$ cat config.mk
export PLATFORM = sky130hd
export DESIGN_NAME = soc_clk_divider_multi
export DESIGN_NICKNAME = d
export VERILOG_FILES = /design/src/rtl/soc_clk_divider_multi.sv
export SDC_FILE = /design/constraint.sdc
export NUM_CORES = 1
export LEC_CHECK = 0
export ABC_AREA = 1
export ABC_CLOCK_PERIOD_IN_PS = 5400
export BUFFER_PORTS_ARGS = -buffer_cell sky130_fd_sc_hd__buf_4
export CORE_MARGIN = 2
export CORE_UTILIZATION = 45
export DETAILED_ROUTE_END_ITERATION = 6
export PLACE_DENSITY = 0.69
export SKIP_CTS_REPAIR_TIMING = 1
export SYNTH_ARGS = -nofsm -noshare
export SYNTH_HDL_FRONTEND = slang
export SYNTH_SLANG_ARGS = --single-unit
export TNS_END_PERCENT = 50
$ cat constraint.sdc
create_clock -name soc_clk -period 5.4 [get_ports soc_clk]
set_input_delay 1.08 -clock soc_clk [delete_from_list [all_inputs] [get_ports soc_clk]]
set_output_delay 1.08 -clock soc_clk [all_outputs]
set_load 0.02 [all_outputs]
$ cat src/rtl/soc_clk_divider_multi.sv
// Multi-channel programmable clock divider: registered divided clocks plus tick
// strobes, with per-channel ratio handshake, clean start/stop and shared phase sync.
module soc_clk_divider_multi #(
    parameter int NumCh      = 2,
    parameter int CntWidth   = 16,
    parameter int DefaultDiv = 50
) (
    input  logic                      soc_clk,
    input  logic                      rst_n,
    input  logic [NumCh-1:0]          en_i,
    input  logic                      sync_i,
    input  logic [NumCh*CntWidth-1:0] div_i,
    input  logic [NumCh-1:0]          div_valid_i,
    output logic [NumCh-1:0]          div_ready_o,
    output logic [NumCh-1:0]          clk_o,
    output logic [NumCh-1:0]          tick_o,
    output logic [NumCh*CntWidth-1:0] div_o
);

    localparam int DefClamped = (DefaultDiv < 2) ? 2 : DefaultDiv;
    localparam logic [CntWidth-1:0] DefDiv = DefClamped[CntWidth-1:0];
    localparam logic [CntWidth-1:0] One    = CntWidth'(1);
    localparam logic [CntWidth-1:0] Two    = CntWidth'(2);

    typedef enum logic [1:0] {
        IDLE = 2'd0,
        RUN  = 2'd1,
        STOP = 2'd2
    } state_t;

    // High phase length is ceil(D/2), computed without needing a wider adder.
    function automatic logic [CntWidth-1:0] half_up(input logic [CntWidth-1:0] d);
        return (d >> 1) + CntWidth'(d[0]);
    endfunction

    genvar gi;
    generate
        for (gi = 0; gi < NumCh; gi++) begin : g_ch
            state_t              state_reg, state_next;
            logic [CntWidth-1:0] cnt_reg, cnt_next;
            logic [CntWidth-1:0] act_reg, act_next;
            logic [CntWidth-1:0] shd_reg, shd_next;
            logic                pend_reg, pend_next;
            logic                clk_reg, clk_next;
            logic                tick_reg, tick_next;
            logic [CntWidth-1:0] req;
            logic [CntWidth-1:0] req_clamped;
            logic                last;
            logic                xfer;
            logic                start;
            logic                apply;

            assign req         = div_i[gi*CntWidth +: CntWidth];
            assign req_clamped = (req < Two) ? Two : req;
            assign last        = (cnt_reg == act_reg - One);
            assign xfer        = div_valid_i[gi] && !pend_reg;

            always_ff @(posedge soc_clk or negedge rst_n) begin
                if (!rst_n) begin
                    state_reg <= IDLE;
                    cnt_reg   <= '0;
                    act_reg   <= DefDiv;
                    shd_reg   <= DefDiv;
                    pend_reg  <= 1'b0;
                    clk_reg   <= 1'b0;
                    tick_reg  <= 1'b0;
                end else begin
                    state_reg <= state_next;
                    cnt_reg   <= cnt_next;
                    act_reg   <= act_next;
                    shd_reg   <= shd_next;
                    pend_reg  <= pend_next;
                    clk_reg   <= clk_next;
                    tick_reg  <= tick_next;
                end
            end

            // Next state and period-start detection; sync beats wrap beats count.
            always_comb begin
                state_next = state_reg;
                start      = 1'b0;
                unique case (state_reg)
                    IDLE: begin
                        if (en_i[gi]) begin
                            state_next = RUN;
                            start      = 1'b1;
                        end
                    end
                    RUN: begin
                        if (sync_i) begin
                            start      = 1'b1;
                            state_next = en_i[gi] ? RUN : STOP;
                        end else if (last) begin
                            if (en_i[gi]) begin
                                start = 1'b1;
                            end else begin
                                state_next = IDLE;
                            end
                        end else if (!en_i[gi]) begin
                            state_next = STOP;
                        end
                    end
                    STOP: begin
                        if (last) begin
                            if (en_i[gi]) begin
                                start      = 1'b1;
                                state_next = RUN;
                            end else begin
                                state_next = IDLE;
                            end
                        end else if (en_i[gi]) begin
                            state_next = RUN;
                        end
                    end
                    default: state_next = IDLE;
                endcase
            end

            // Datapath: an idle channel adopts a pending ratio immediately, a
            // running one only at the start of its next period.
            always_comb begin
                apply     = start || (state_reg == IDLE);
                act_next  = (apply && pend_reg) ? shd_reg : act_reg;
                shd_next  = xfer ? req_clamped : shd_reg;
                pend_next = xfer ? 1'b1 : (apply ? 1'b0 : pend_reg);
                cnt_next  = cnt_reg;
                clk_next  = clk_reg;
                tick_next = 1'b0;
                if (start) begin
                    cnt_next  = '0;
                    clk_next  = 1'b1;
                    tick_next = 1'b1;
                end else if (state_next == IDLE) begin
                    cnt_next = '0;
                    clk_next = 1'b0;
                end else begin
                    cnt_next = cnt_reg + One;
                    clk_next = (cnt_next < half_up(act_next));
                end
            end

            assign clk_o[gi]                        = clk_reg;
            assign tick_o[gi]                       = tick_reg;
            assign div_ready_o[gi]                  = ~pend_reg;
            assign div_o[gi*CntWidth +: CntWidth]   = act_reg;
        end
    endgenerate

endmodule
==> summary.txt <==
Detailed routing
  – Post-DRT Antenna Nets: 0
  – First-pass iteration count of the detailed router: 5
  – Drc violations: 0
  – Vias per inst: 5.023
  – Iter 0 DRT Violations: 524
  – Vias: 7,399
  – DRT Wirelength: 21,170 um
  – DR WL/cell: 14.37 um

Synthesis
  – Post-synth net total: 1,245
  – Synth Area per Inst: 6.839 sq um
  – Ys flop type: dfrtp_1
  – Post-synth EDFFs: 0
  – Sequential element share of the synthesized area: 33.40%
  – Area leader, netlist: dfrtp_1
  – Async SR Flop Fraction: 100.0%
  – FF+latch count, synth: 106
  – Distinct cells, synth: 40
  – Netlist Area Pre-Place: 0.007988 sq mm
  – Syn Inst Count: 1,168
  – Yosys warnings: 0
  – Synth area leaders: dfrtp_1 29%, nand2_1 15%, inv_1 8.1%
  – Area share of the largest cell type after synthesis: 29.45%

Worst hold path
  – Worst hold path type: reg -> reg

Final layout
  – Layout cells sized above 1: 14.10%
  – Layout area overhead: 13.88%
  – Diodes inserted: 0
  – Filler instances: 1,716
  – Final #Nets: 1,320

Floorplanning
  – Die W: 137.2 um
  – FP Rows: 48
  – DIE AREA: 0.01883 sq mm
  – Starting Density: 46.18%
  – Core footprint: 0.01730 sq mm
  – I/O Pins: 77
  – Die Y: 137.2 um

Timing
  – Tmin final: 4.962 ns
  – Final count of negative-setup-slack endpoints: 0
  – Max Freq: 201.5 MHz
  – RSZ-0062 raised after global routing: false
  – Least-Margin Pin Slew: 0.8254 ns
  – Setup TNS: 0 ns
  – Fin. max-slew vios: 0
  – Final Cycle Share: 91.89%
  – Relative slew margins: 44.97%
  – Skew final: 0.01111 ns
  – Final worst setup slack: 0.4380 ns
  – Final hold violations: 0

Placed design
  – Dpl hpwl: 16,700 um
  – Final GP Congestion: 0.9339
  – Port Buffer Count: 76
  – Place WS: 0.3586 ns

Clocking
  – CTS buffer count: 9
  – H-Tree Level Count: 3
  – Max clock buf depth: 2
  – TritonCTS sink count: 106
  – Root Driver: clkbuf_16
  – Worst-Skew Late Latency: 0.36 ns
  – Worst-path clk slew: 0.07 ns
  – CTS tree: done

Run status
  – Status: completed

Critical path
  – Worst Path Buf+Inv: 1
  – Req. time, crit path: 5.66 ns
  – Setup Crit Path Kind: reg -> reg
  – CP Max Fanout: 12
  – WP data arrival: 5.22 ns
  – Worst path max stage delay: 0.56 ns
  – CP Launch Type: register
  – CP delay by family, top: simple AND/OR/NAND/NOR gates
  – Crit-path most repeated cell: nand2_1
  – CP max-delay cell: dfstp_2
  – Critical path endpoint category: register

Power
  – Worst VDD drop: 0.2114 mV
  – Leak: 4.784 nW
  – Pwr dens: 455.6 mW/mm^2

Global route
  – Initial antenna violation count: 0
  – Number of global-route vias before repair: 6,701
  – GRT overflow: 0
  – Total track usage: 23.16%
  – Largest net degree at the start of global routing: 67
  – Global-route wire length before repair: 33,940 um

Run
  – Max Cap Viol: 0
[routing by layer]
metal / wire length, um / global-route usage [%] / share of wire, %
met1: 10720 / 36.08 / 51
met2: 8877 / 33.50 / 42
met3: 1225 / 2.539 / 5.8
met4: 349 / 6.873 / 1.6
met5: 0 / 0 / 0
[tightest hold or removal path, cell delays in order (launching register included)]
cell	delay, ns
dfrtp_1	0.36
nand2_1	0.06
nand2_1	0.05
[where the power goes]
group	leakage, nW	switching (W)	internal (W)
Combinational	3.34	0.00142	0.000751
Sequential	1.31	0.000309	0.00101
Clock	0.132	0.000300	0.000359
[kinds of logic after synthesis]
kind of cell | count (synthesis) | share of synthesized area [%]
xor gates and xnor gates | 70 | 7.675
AOI/OAI and AO/OA | 78 | 5.201
adders and majority gates | 38 | 5.952
buffers and inverters | 207 | 10.32
and+or+nand+nor | 669 | 37.45
DFF | 106 | 33.40
[through the flow]
stage,hold slack [ns],power [W],utilization (%),area (sq um),std cells
detailed placement,0.4803,0.003455,50.72,8773,1455
global route,0.5313,0.004484,52.59,9096,1473
floorplan,0.4367,0.002727,-,7988,1168
finish,0.4997,0.004145,52.59,9096,1473
CTS,0.4970,0.004123,52.40,9064,1471
global placement,0.4708,0.003433,50.72,8773,1455
[final timing paths]
check	from	end	slack (ns)	depth (start not counted)
min reg2reg	g_ch[0].shd_reg[6]	g_ch[0].shd_reg[6]	0.50	2
min in group asynchronous	rst_n	g_ch[1].shd_reg[2]	0.82	1
max in group asynchronous	rst_n	g_ch[0].act_reg[5]	3.49	2
max reg2reg	g_ch[0].act_reg[1]	g_ch[0].clk_reg	0.44	27
min	g_ch[0].shd_reg[6]	g_ch[0].shd_reg[6]	0.50	2
max	g_ch[0].act_reg[1]	g_ch[0].clk_reg	0.44	27
[cell usage after synthesis (3+ instances only)]
master and number:
clkbuf_1 11, nor3_1 18, or2_2 3, o21ai_0 46, xor2_1 53, nor4_1 8, ha_1 38, nand2_4 4
dfstp_2 12, buf_6 3, dfrtp_1 94, nand2_1 319, inv_2 9, nor2_1 151, inv_1 173, buf_4 6
nand4_1 24, nor2_2 16, nand3_1 81, nor2_4 5, xnor2_1 17, nand2_2 19, nand3b_1 13, a21oi_1 22
[cells in the final DEF (no fill, tap or decap), types with 24 or more instances in the layout]
cell / synthesis / final
o21ai_0: 46 / 45
nand4_1: 24 / 24
buf_4: 6 / 85
nand3_1: 81 / 81
nor2_1: 151 / 151
dfrtp_1: 94 / 94
nand2_1: 319 / 319
ha_1: 38 / 37
inv_1: 173 / 173
xor2_1: 53 / 53
[layout make-up]
type	instances	area, sq um	area share, %
clock inverters	5	57.56	0.6327
inverters	184	690.7	7.593
repair buffers	85	638.1	7.015
multi-input cells	857	4528	49.78
clock buffers	11	232.7	2.558
flip-flops and latches	106	2668	29.33
well taps	225	281.5	3.095
Power figures use the tool's default switching activity.
